===== config.mk =====
export PLATFORM = sky130hd
export DESIGN_NAME = nes_cpu_bus_initiator
export DESIGN_NICKNAME = d
export VERILOG_FILES = /design/src/rtl/nes_bus_pkg.sv /design/src/rtl/nes_irq_sync.sv /design/src/rtl/nes_cpu_bus_initiator.sv
export SDC_FILE = /design/constraint.sdc
export NUM_CORES = 1
export LEC_CHECK = 0
export ABC_AREA = 1
export CORE_MARGIN = 2
export CORE_UTILIZATION = 44
export CTS_BUF_LIST = sky130_fd_sc_hd__clkbuf_8
export CTS_CLUSTER_DIAMETER = 80
export CTS_CLUSTER_SIZE = 28
export DETAILED_ROUTE_END_ITERATION = 7
export PLACE_DENSITY_LB_ADDON = 0.1
export SYNTH_ARGS = -nofsm -noshare
export SYNTH_HDL_FRONTEND = slang
export SYNTH_HIERARCHICAL = 1
export SYNTH_SLANG_ARGS = --single-unit

===== constraint.sdc =====
create_clock -name clk -period 3.5 [get_ports clk]
set_input_delay 0.35 -clock clk [delete_from_list [all_inputs] [get_ports clk]]
set_output_delay 0.35 -clock clk [all_outputs]
set_load 0.03 [all_outputs]

===== src/rtl/nes_bus_pkg.sv =====
// Shared types and constants for the NES CPU-side bus initiator.
package nes_bus_pkg;

  typedef enum logic {
    PH_LOW  = 1'b0,
    PH_HIGH = 1'b1
  } phase_t;

  localparam int NES_ADDR_W = 16;
  localparam int NES_DATA_W = 8;

  // Each M2 phase needs at least two clks so address setup and data hold fit.
  function automatic bit phase_lens_legal(input int low_clks, input int high_clks);
    return (low_clks >= 2) && (high_clks >= 2);
  endfunction

endpackage


===== src/rtl/nes_irq_sync.sv =====
// Generic N-stage level synchroniser for an asynchronous input.
module nes_irq_sync #(
  parameter int   STAGES    = 2,
  parameter logic RESET_VAL = 1'b1
) (
  input  logic clk,
  input  logic reset,
  input  logic level,
  output logic synced
);

  logic [STAGES-1:0] chain;

  always_ff @(posedge clk) begin
    if (reset) begin
      chain <= {STAGES{RESET_VAL}};
    end else begin
      chain[0] <= level;
      for (int i = 1; i < STAGES; i++) begin
        chain[i] <= chain[i-1];
      end
    end
  end

  assign synced = chain[STAGES-1];

endmodule


===== src/rtl/nes_cpu_bus_initiator.sv =====
// Console-side 2A03-style bus initiator: free-running M2, one host request per bus cycle.
module nes_cpu_bus_initiator
  import nes_bus_pkg::*;
#(
  parameter int          M2_LOW_CLKS     = 3,
  parameter int          M2_HIGH_CLKS    = 3,
  parameter logic [15:0] IDLE_ADDR       = 16'h0000,
  parameter int          IRQ_SYNC_STAGES = 2
) (
  input  logic        clk,
  input  logic        reset,
  input  logic        req_valid,
  output logic        req_ready,
  input  logic        req_rw,
  input  logic [15:0] req_addr,
  input  logic [7:0]  req_wdata,
  output logic        rsp_valid,
  output logic [7:0]  rsp_rdata,
  output logic        m2,
  output logic        romsel,
  output logic        cpu_rw_out,
  output logic [14:0] cpu_addr_out,
  output logic [7:0]  cpu_data_out,
  output logic        cpu_data_oe,
  input  logic [7:0]  cpu_data_in,
  input  logic        irq,
  output logic        irq_active,
  output logic [31:0] m2_cycle_count
);

  if (!phase_lens_legal(M2_LOW_CLKS, M2_HIGH_CLKS)) begin : g_bad_phase_len
    $error("M2_LOW_CLKS and M2_HIGH_CLKS must both be at least 2");
  end

  localparam int MAX_CLKS = (M2_LOW_CLKS > M2_HIGH_CLKS) ? M2_LOW_CLKS : M2_HIGH_CLKS;
  localparam int CNT_W    = $clog2(MAX_CLKS);
  localparam logic [CNT_W-1:0] LAST_LOW  = CNT_W'(M2_LOW_CLKS - 1);
  localparam logic [CNT_W-1:0] LAST_HIGH = CNT_W'(M2_HIGH_CLKS - 1);

  phase_t           phase, phase_nxt;
  logic [CNT_W-1:0] cnt, cnt_nxt;
  logic             boundary;
  logic             accept;
  logic             m2_nxt;
  logic             addr15;
  logic             host_op;
  logic             irq_synced;

  always_ff @(posedge clk) begin
    if (reset) begin
      phase <= PH_LOW;
      cnt   <= '0;
    end else begin
      phase <= phase_nxt;
      cnt   <= cnt_nxt;
    end
  end

  always_comb begin
    phase_nxt = phase;
    cnt_nxt   = cnt + 1'b1;
    case (phase)
      PH_LOW: begin
        if (cnt == LAST_LOW) begin
          phase_nxt = PH_HIGH;
          cnt_nxt   = '0;
        end
      end
      PH_HIGH: begin
        if (cnt == LAST_HIGH) begin
          phase_nxt = PH_LOW;
          cnt_nxt   = '0;
        end
      end
      default: begin
        phase_nxt = PH_LOW;
        cnt_nxt   = '0;
      end
    endcase
  end

  always_comb begin
    boundary  = (phase == PH_HIGH) && (cnt == LAST_HIGH);
    accept    = boundary && req_valid && !reset;
    req_ready = accept;
    m2_nxt    = (phase_nxt == PH_HIGH);
  end

  // Bus-facing registers all move on the same edge as the phase state, so
  // m2 and romsel switch together and the address is set up at LOW entry.
  always_ff @(posedge clk) begin
    if (reset) begin
      m2             <= 1'b0;
      romsel         <= 1'b1;
      cpu_rw_out     <= 1'b1;
      cpu_addr_out   <= '0;
      cpu_data_out   <= '0;
      cpu_data_oe    <= 1'b0;
      rsp_valid      <= 1'b0;
      rsp_rdata      <= '0;
      m2_cycle_count <= '0;
      addr15         <= 1'b0;
      host_op        <= 1'b0;
    end else begin
      m2        <= m2_nxt;
      romsel    <= ~(addr15 & m2_nxt);
      rsp_valid <= boundary && host_op && cpu_rw_out;
      if (boundary && host_op && cpu_rw_out) begin
        rsp_rdata <= cpu_data_in;
      end
      // Write data is driven through HIGH and held one clk into the next cycle.
      if (m2_nxt) begin
        cpu_data_oe <= ~cpu_rw_out;
      end else if (!boundary) begin
        cpu_data_oe <= 1'b0;
      end
      if (boundary) begin
        m2_cycle_count <= m2_cycle_count + 32'd1;
        host_op        <= req_valid;
        if (req_valid) begin
          addr15       <= req_addr[15];
          cpu_addr_out <= req_addr[14:0];
          cpu_rw_out   <= req_rw;
          if (!req_rw) begin
            cpu_data_out <= req_wdata;
          end
        end else begin
          addr15       <= IDLE_ADDR[15];
          cpu_addr_out <= IDLE_ADDR[14:0];
          cpu_rw_out   <= 1'b1;
        end
      end
    end
  end

  nes_irq_sync #(
    .STAGES    (IRQ_SYNC_STAGES),
    .RESET_VAL (1'b1)
  ) u_irq_sync (
    .clk    (clk),
    .reset  (reset),
    .level  (irq),
    .synced (irq_synced)
  );

  assign irq_active = ~irq_synced;

endmodule


==> results.md <==
- The run finished with clean final reports.
- The final antenna-violating net count is 0.
- The number of buffers and inverters on the critical path is 3.
- A synthesized cell averages ~7.4 sq um.
- The total negative setup slack is 0 ps.
- The die height is slightly below 90 um.
- At the worst endpoint, the required time is approximately 3200 ps.
- In the finished design, the share of the clock period the worst path needs comes to 0.8567.
- The total power consumption of the routed design is around 1.8 mW.
- After synthesis, the largest family of logic cells by area is simple AND/OR/NAND/NOR gates.
- The die area is between 0.007 and 0.008 sq mm.
- The delay of the slowest cell on the worst path is 700 ps.
- The count of final setup violators is 0.
- The post-synthesis net count is between 400 and 500.
- In this run the cell area of the synthesized design comes to roughly 0.0032 sq mm.
- The number of antenna violations at the first check in global routing was 0.
- The worst hold path begins at addr15.
- The number of hold violations in the final report is 0.
- The top cell family by delay on the critical path is buffers and inverters.
- In this run the register-to-register setup slack is approximately 1000 ps.
- The count of distinct cell types in the synthesized netlist is 23.
- The post-cts hold buffer count is 0.
- For the pin with the worst max-slew slack, the measured transition is 741.8 ps.
- By instance count, the leading cell after synthesis is sky130_fd_sc_hd__nand2_1.
- Counting along the longest clock path gives a buffer depth of 2.
- The number of violations of the max-capacitance limit is 0.
- The max-slew headroom at the worst pin is 0.5049.
- Across the routed clock network, the largest skew measured is about 8.3 ps.
- For this run, the register share of the synthesized area comes to 0.4674.
- The max-slew violation count is 0.
- After floorplanning, the core was divided into 30 placement rows.
- Of the total synthesized cell area, the portion taken by full adders, half adders and majority gates is 0.01579.
- For this run, the post-layout net count is 579.
- The share of synthesized cell area in and, or, nand and nor gates is 0.2945.
- The share of synthesized registers carrying an async set or reset is 0.
- The compound-gate portion of the synthesized area was 0.1244.
- Summed over all instances, the cell type with the most area after synthesis is sky130_fd_sc_hd__dfxtp_1.
- The worst vdd rail ir drop is between 200 and 250 uV.
- The final routed wirelength across all metal layers is slightly below 8000 um.
- The post-CTS setup buffer count is 0.
- In this run the static leakage power is 1.763 nW.
- The worst register-to-register path begins at cnt[0].
- After the first detailed-routing iteration, the DRC count stood at about 110.
- TritonCTS built the clock tree.
- Counting stages on the worst path, the most repeated cell is sky130_fd_sc_hd__ha_1.
- The area share of xor/xnor cells in the synthesized design is 0.008291.
- Once detailed placement completed, the half-perimeter wirelength came to between 5000 and 6000 um.
- For this design the top-level I/O count stands at roughly 110.
- The number of detailed-route iterations in the first pass is 4.
- Input and output buffers added on the ports amount to 106.
- The first global-routing pass estimated 13340 um of wire.
- Walking the worst path, the cells encountered are inv_1 > ha_1 > ha_1 > nand2_1 > nor2_2 > buf_4 > clkdlybuf4s50_1.
- Clock tree synthesis inserted a total of 9 buffers.
- The area growth from synthesis to layout is 43.78%.
- Along the worst hold path, the cell count comes to 1.
- For this run the aggregate overflow at the end of global routing stands at 0.
- In the global route stage, overall resource usage came out at 0.2138.
- For this design the ratio of total power to cell area is just under 400 mW/mm^2.
- The worst hold path terminates at romsel.
- The total vias in the final route is about 3100.
- The critical-path maximum fanout is 17.
- The portion of synthesized area spent on multiplexers is 0.
- Static timing analysis puts the maximum clock frequency at roughly 330 MHz.
- Entering global routing, the biggest net connects 28 pins.
- The core region is 0.006869 sq mm.
- STA puts the critical path data arrival time at about 2700 ps.
- In this run the horizontal extent of the chip is slightly below 90 um.
- STA classifies the critical path startpoint as a flop.
- STA classifies the critical path endpoint as an output pin.
- The average detailed-routed wire length per instance is roughly 12 um.
- At the end of routability-driven placement, the weighted congestion stood at a little under 0.9.
- Ranked by instance count, the synthesized netlist is headed by sky130_fd_sc_hd__nand2_1 (79), sky130_fd_sc_hd__nor2_1 (75), sky130_fd_sc_hd__dfxtp_1 (74), sky130_fd_sc_hd__inv_1 (61), sky130_fd_sc_hd__nand3_1 (24).
- The ratio of routed vias to standard cells is between 4 and 5.
- The worst hold slack is 390.0 ps.
- For this run, the number of Yosys warnings is 6.
- The worst setup path is of the flop to output pin kind.
- The number of antenna diodes in the final layout is 0.
- The instance count on the critical path is 7.
- For the worst-skew pair, the clock arrives at the later sink with an insertion delay of ~340 ps.
- Setup repair after global routing left no endpoint under its margin.
- Yosys mapped a number of flops with a built-in enable equal to 0.
- In this run, post-CTS repair resized a total of 0 instances.
- CTS placed an instance of sky130_fd_sc_hd__clkbuf_8 at the clock tree root.
- The fraction of layout cells with a size suffix above 1 is 0.05904.
- The post-layout minimum cycle time is ~3000 ps.
- The initial core utilization is 0.4614.
- The deepest level of the CTS H-tree is 3.
- The share of synthesized area in the top cell type comes to 0.4674.
- The worst hold path belongs to the class flop to flop.
- Sorting the synthesized cells by area gives the leading types as sky130_fd_sc_hd__dfxtp_1 (47%), sky130_fd_sc_hd__nand2_1 (9.4%), sky130_fd_sc_hd__nor2_1 (8.9%), sky130_fd_sc_hd__inv_1 (7.2%), sky130_fd_sc_hd__a32o_1 (5.1%).
- The capture point of the worst reg-to-reg path is m2_cycle_count[13].
- The slowest cell on the critical path is sky130_fd_sc_hd__clkdlybuf4s50_1.
- The clock net in this run drives a total of 74 sinks.
- The number of global-route vias before repair is between 2000 and 3000.
- Measured in cells, the most critical reg-to-reg path has a length of 8.
- Clock-pin slew was measured on the worst setup and hold paths at about 70 ps.
- Synthesis produced a netlist whose cell count is between 400 and 500.
- In this run, synthesis produced a sequential element count of 74.
- In the synthesized netlist the dominant register cell turns out to be sky130_fd_sc_hd__dfxtp_1.
- The DRC violations left is 0.
## where the power goes
group          leakage, nW  switching, mW  internal, mW  total, mW
clock                0.120          0.314         0.467      0.781
combinational         1.05         0.0579        0.0627      0.121
sequential           0.597        0.00664         0.854      0.860
## placed cells by master, fill, tap and decap left out
cell type	Yosys	layout
sky130_fd_sc_hd__a211oi_1	3	3
sky130_fd_sc_hd__nand2_2	1	1
sky130_fd_sc_hd__clkinv_2	0	1
sky130_fd_sc_hd__nand4_1	11	11
sky130_fd_sc_hd__xnor2_1	1	1
sky130_fd_sc_hd__a32o_1	16	16
sky130_fd_sc_hd__bufinv_16	0	3
sky130_fd_sc_hd__ha_1	4	4
sky130_fd_sc_hd__a31oi_1	1	1
sky130_fd_sc_hd__and3_1	1	1
sky130_fd_sc_hd__o21ai_0	22	22
sky130_fd_sc_hd__a21oi_1	19	19
sky130_fd_sc_hd__buf_4	0	4
sky130_fd_sc_hd__nor3b_1	3	3
sky130_fd_sc_hd__nor2_4	3	3
sky130_fd_sc_hd__nor3_1	7	7
sky130_fd_sc_hd__nand3_1	24	24
sky130_fd_sc_hd__nor2_1	75	75
sky130_fd_sc_hd__dfxtp_1	74	74
sky130_fd_sc_hd__clkinv_4	0	1
sky130_fd_sc_hd__nor2_2	10	10
sky130_fd_sc_hd__xor2_1	2	2
sky130_fd_sc_hd__inv_1	61	62
sky130_fd_sc_hd__clkbuf_8	0	9
sky130_fd_sc_hd__nand2_1	79	79
sky130_fd_sc_hd__clkdlybuf4s50_1	0	106
## state kept, by name, indices dropped and copies added (netlist names)
| signal | cells |
|---|---|
| rsp_valid | 1 |
| rsp_rdata | 8 |
| m2 | 1 |
| cpu_data_oe | 1 |
| cpu_rw_out | 1 |
| u_irq_sync/chain | 2 |
| host_op | 1 |
| m2_cycle_count | 32 |
| addr15 | 1 |
| cpu_addr_out | 15 |
| cnt | 2 |
| cpu_data_out | 8 |
| romsel | 1 |
## cells by family after synthesis
| logic type | Yosys count |
|---|---|
| simple gates | 214 |
| compound gates | 61 |
| xor+xnor | 3 |
| flops | 74 |
| fa+ha+maj | 4 |
| buf+inv | 74 |
## per-stage QoR
step	util	cells	setup slack, ps	cell area, sq um
2_1_floorplan	-	430	1715	3169
3_5_place_dp	0.6297	623	852.1	4325
5_1_grt	0.6634	638	244.9	4557
6_report	0.6634	638	501.4	4557
3_3_place_gp	0.6297	623	950.9	4325
4_1_cts	0.6634	638	464.7	4557
## how the worst max path moves through the flow
stage | start | endpoint | slack, ps
floorplan | m2 | req_ready | 1710
global placement | cnt[0] | req_ready | 950
detailed placement | cnt[0] | req_ready | 850
CTS | cnt[0] | req_ready | 460
global route | cnt[0] | req_ready | 240
finish | cnt[0] | req_ready | 500
## cell type report
class	count	area [sq um]
clock buffers	9	123.9
clock inverters	6	107.6
fillers	593	2312
inverters	61	229.0
multi-input cells	282	1404
flip-flops and latches	74	1481
well taps	96	120.1
repair buffers	110	1091
## layer usage
| metal | vias up | wire length (um) | GRT usage |
|---|---|---|---|
| met1 | 1382 | 3326 | 0.2573 |
| met4 | 0 | 110 | 0.09091 |
| met2 | 101 | 3504 | 0.3365 |
| met5 | - | 0 | 0 |
| li1 | 1611 | - | - |
| met3 | 12 | 783 | 0.08862 |
(Power assumes the default switching activity.)
==> patch 1, RTL diff (config.mk and constraints unchanged) <==
Put one more register stage on the output `m2_cycle_count`, cleared by the reset. The value now appears one clock later. The other outputs are not delayed to match.
--- a/src/rtl/nes_cpu_bus_initiator.sv
+++ b/src/rtl/nes_cpu_bus_initiator.sv
@@ -27,6 +27,8 @@
   output logic        irq_active,
   output logic [31:0] m2_cycle_count
 );
+
+  logic [31:0] m2_cycle_count_s0;
 
   if (!phase_lens_legal(M2_LOW_CLKS, M2_HIGH_CLKS)) begin : g_bad_phase_len
     $error("M2_LOW_CLKS and M2_HIGH_CLKS must both be at least 2");
@@ -98,7 +100,7 @@
       cpu_data_oe    <= 1'b0;
       rsp_valid      <= 1'b0;
       rsp_rdata      <= '0;
-      m2_cycle_count <= '0;
+      m2_cycle_count_s0 <= '0;
       addr15         <= 1'b0;
       host_op        <= 1'b0;
     end else begin
@@ -115,7 +117,7 @@
         cpu_data_oe <= 1'b0;
       end
       if (boundary) begin
-        m2_cycle_count <= m2_cycle_count + 32'd1;
+        m2_cycle_count_s0 <= m2_cycle_count_s0 + 32'd1;
         host_op        <= req_valid;
         if (req_valid) begin
           addr15       <= req_addr[15];
@@ -145,5 +147,13 @@
 
   assign irq_active = ~irq_synced;
 
+  always_ff @(posedge clk) begin
+    if (reset) begin
+      m2_cycle_count <= '0;
+    end else begin
+      m2_cycle_count <= m2_cycle_count_s0;
+    end
+  end
+
 endmodule
 
Function: changed (a bounded check fails within 10 cycles, from zero or initial values and one cycle with reset high).
==> patch 1 against the unedited design <==
Power grew 14%. Worst hold slack worse by 0.0054 ns. Non-clock buffer count is 2 lower. Register-to-register slack better by 0.04 ns. Design area is 17% higher. Die area grew 27%. Synthesized area grew 28%. Routed wire length up 17%. Setup slack better by 0.046 ns. Critical path depth decreased by 1. Count of clock-buffer cells in the layout unchanged. Sequential cell count grew 32. First-iteration DRC count up 44%. Highest routed layer unchanged.
==> patch 1: results (changes against the unedited design) <==
Status
  • Outcome: complete, no violations

Logic synthesis
  • Synth Instances: 516 (+20%)
  • Seq/Total Area, Yosys: 52.4% (+5.6 points)
  • Commonest cells in the netlist: dfxtp_1, nor2_1, inv_1
  • Synth Warn #: 6 (unchanged)
  • Mapped Nets: 557 (+18%)
  • Largest cells by area after synthesis: dfxtp_1, nor2_1, inv_1

Finish
  • Final net count: 659 (+14%)
  • Share of layout cells above drive strength 1: 6.11% (+0.21 points)
  • Leading registers by flop count: m2_cycle_count x32, m2_cycle_count_s0 x32, cpu_addr_out x15

Global routing
  • Gr usage total: 18.8% (-2.5 points)
  • Met2 Track Usage GR: 31.3% (-2.3 points)
  • Met3 Track Usage GR: 6.13% (-2.7 points)
  • Largest net degree at the start of global routing: 62 (+120%)
  • GR Layer Usage met1: 22.6% (-3.1 points)
  • Vias in the first global route: 3383 (+14%)

Worst setup path
  • Worst Reg-to-Reg Cells: 9 (+1)
  • Worst reg-to-reg setup slack: 1.08 ns (+0.04 ns)
  • Critical Path Max Stage Delay: 0.58 ns (-0.12 ns)
  • Top Family by Delay on Critical Path: simple AND/OR/NAND/NOR gates
  • Crit path DAT: 2.60 ns (-0.05 ns)
  • Reg-to-reg endpoint: m2_cycle_count_s0[9]
  • Slowest cell on the critical path: nor2_2

Clocking
  • Clock slew at reported path FFs: 0.09 ns (+0.02 ns)
  • Clock latency on the worst-skew pair: 0.37 ns (+0.03 ns)
  • Post-cts resize count: 0 (unchanged)
  • Setup repair bufs after CTS: 0 (unchanged)

Placed design
  • Pre-CTS setup slack: 0.943 ns (+0.0914 ns)
  • HPWL Detailed: 6440 um (+14%)
  • Dpl cells: 718 (+15%)
  • Routability Congestion: 0.825 (-5.2%)
  • Placed inst area: 5190 um^2 (+20%)

Routing
  • Initial DRC count: 164 (+44%)
  • Met2 WL: 4160 um (+19%)
  • Via count: 3566 (+15%)
  • Met3 wire len: 756 um (-3.4%)
  • Wirelength, routed: 9060 um (+17%)
  • Met1 wire length: 4010 um (+21%)
  • Wirelength per Cell: 12.4 um (+2.0%)

Worst hold path
  • Min-Delay Endpoint: romsel

Power and ir drop
  • Switch share: 23.8% (+2.3 points)
  • VDD IR max: 0.169 mV (-27%)
  • Leakage Power: 2.05 nW (+16%)

STA
  • Setup WS post-layout: 0.547 ns (+0.0458 ns)
  • Skew final: 0.0118 ns (+0.00340 ns)
  • Worst slew margin: 47.9% (-2.6 points)
  • Hold Slack: 0.385 ns (-0.00544 ns)
patch 1: kinds of logic (layout without fill, tap and decap cells):
logic type,count (synthesis),count (layout),synth area share (%)
DFF,106,106,52.4
buffers and inverters,94,200,9.08
AOI/OAI and AO/OA,68,68,10.5
adders and majority gates,4,4,1.23
and+or+nand+nor,244,244,26.9
patch 1: power groups by stage:
stage	Clock (W)	Sequential [W]	Combinational (W)
2_1_floorplan	0	0.00126	0.0000504
3_3_place_gp	0	0.00125	0.000126
3_5_place_dp	0	0.00125	0.000129
4_1_cts	0.000675	0.00123	0.000129
5_1_grt	0.000717	0.00123	0.000142
6_report	0.000654	0.00123	0.000128
patch 1: cell type report:
cell class	count	area (um^2)
multi-input combinational	316	1560
clock buffer	9	124
clock inverter	6	37.5
timing repair buffer	108	1070
inverter	77	289
tap	111	139
fill	848	3720
sequential	106	2120
==> patch 2, RTL diff (same flow settings) <==
Made on the original files. `RESET_VAL` is set to 1'b1 in 2 places; all go to 1'b0.
--- a/src/rtl/nes_irq_sync.sv
+++ b/src/rtl/nes_irq_sync.sv
@@ -1,7 +1,7 @@
 // Generic N-stage level synchroniser for an asynchronous input.
 module nes_irq_sync #(
   parameter int   STAGES    = 2,
-  parameter logic RESET_VAL = 1'b1
+  parameter logic RESET_VAL = 1'b0
 ) (
   input  logic clk,
   input  logic reset,
--- a/src/rtl/nes_cpu_bus_initiator.sv
+++ b/src/rtl/nes_cpu_bus_initiator.sv
@@ -135,7 +135,7 @@
 
   nes_irq_sync #(
     .STAGES    (IRQ_SYNC_STAGES),
-    .RESET_VAL (1'b1)
+    .RESET_VAL (1'b0)
   ) u_irq_sync (
     .clk    (clk),
     .reset  (reset),
Formal check against the unedited RTL: not equivalent (Yosys sat finds a counterexample within 4 cycles, from zero or initial values and one cycle with reset high).
==> patch 2 against the unedited design <==
Maximum frequency grew 6.5%. Routed wire length grew 2.9%. Power down 11%. Design area down 1.6%. Synthesized cell count is 0.23% lower. Synthesized area down 0.12%. Setup slack better by 0.18 ns. Sequential cell count did not move. Sequential power is essentially flat. Largest power group unchanged. Register-to-register slack worse by 0.04 ns. Clock skew grew 0.00090 ns. Critical path type unchanged. First-iteration DRC count is 54% higher.
==> patch 2: results (changes against the unedited design) <==
Status
  • Outcome: complete, no violations

Routing
  • Met2 WL: 3690 um (+5.2%)
  • Via count: 3171 (+2.1%)
  • Met3 wire len: 805 um (+2.8%)
  • Wirelength per Cell: 12.5 um (+3.0%)
  • Initial DRC count: 176 (+54%)
  • Met1 wire length: 3360 um (+0.93%)

Power and ir drop
  • VDD IR max: 0.287 mV (+24%)
  • Leakage Power: 1.70 nW (-3.6%)

Clocking
  • CTS root buf: clkbuf_8
  • Setup repair bufs after CTS: 0 (unchanged)
  • Number of buffers created by CTS: 9 (unchanged)
  • Clock slew at reported path FFs: 0.08 ns

Logic synthesis
  • Seq/Total Area, Yosys: 46.8% (+0.055 points)
  • Largest cells by area after synthesis: dfxtp_1, nand2_1, nor2_1
  • Mapped Nets: 470 (-0.21%)
  • Commonest cells in the netlist: nand2_1, nor2_1, dfxtp_1

Global routing
  • Gr usage total: 21.5% (+0.14 points)
  • GR Layer Usage met1: 26.9% (+1.1 points)
  • Global-route wire length before repair: 13200 um (-1.3%)
  • Vias in the first global route: 2943 (-0.88%)
  • Met2 Track Usage GR: 33.3% (-0.34 points)
  • Largest net degree at the start of global routing: 41 (+46%)
  • Met3 Track Usage GR: 8.58% (-0.28 points)

Finish
  • ANT cells: 0 (unchanged)
  • Leading registers by flop count: m2_cycle_count x32, cpu_addr_out x15
  • Share of layout cells above drive strength 1: 5.91% (+0.011 points)
  • Utilization after layout: 65.3% (-1.0 points)
  • Final net count: 577 (-0.35%)
  • Fillers: 641 (+8.1%)

STA
  • Skew final: 0.00925 ns (+0.000904 ns)
  • Worst-Margin Slew: 0.764 ns (+0.0224 ns)

Worst setup path
  • Crit path DAT: 2.47 ns (-0.18 ns)
  • Crit-path max FO: 15 (-2)

Placed design
  • Routability Congestion: 0.867 (-0.33%)
  • HPWL Detailed: 5790 um (+2.4%)
[patch 2: cells by family (layout without fill, tap and decap cells)]
kind of cell             Yosys count  in the layout  synth area share (%)
XOR/XNOR                           3              3                 0.830
adder cells (fa/ha/maj)            4              4                  1.58
buffers and inverters             73            185                  8.85
flip-flops                        74             74                  46.8
AND/OR/NAND/NOR                  214            214                  29.5
AO/OA/AOI/OAI                     61             61                  12.5
[patch 2: critical path, cell delays in order (launching register included)]
cell and delay [ns]:
dfxtp_1 0.32, inv_1 0.05, ha_1 0.21, ha_1 0.49
nand2_1 0.20, nor2_2 0.16, clkdlybuf4s50_1 0.70
[patch 2: path summary, 6_finish.rpt]
check	from	end	slack, ns	cells past startpoint
max	cnt[0]	req_ready	0.68	6
max reg2reg	cnt[0]	m2_cycle_count[10]	1.00	8
min	addr15	romsel	0.39	1
min reg2reg	addr15	romsel	0.39	1
[patch 2: final cells by class]
type,instances,share of cell area (%)
Clock buffer,9,2.76
Timing Repair Buffer,109,24.2
Clock inverter,7,1.06
Sequential cell,74,33.0
Inverter,60,5.02
Multi-Input combinational cell,282,31.3
Tap cell,96,2.68
[patch 2: per-stage QoR]
step                      total power [W]  instance area (um^2)  cells  setup WS [ns]
after floorplan                  0.000935                  3170    429           1.71
after global placement           0.000999                  4310    621           1.09
after detailed placement          0.00100                  4310    621           1.02
after CTS                         0.00158                  4490    637          0.643
after global routing              0.00163                  4490    637          0.476
final                             0.00156                  4490    637          0.684
[patch 2: power breakdown]
group	switching [W]	internal [W]	leakage (nW)	total, W
Sequential	0.00000711	0.000854	0.597	0.000861
Clock	0.000326	0.000254	0.0787	0.000580
Combinational	0.0000578	0.0000618	1.02	0.000120
Total	0.000391	0.00117	1.70	0.00156
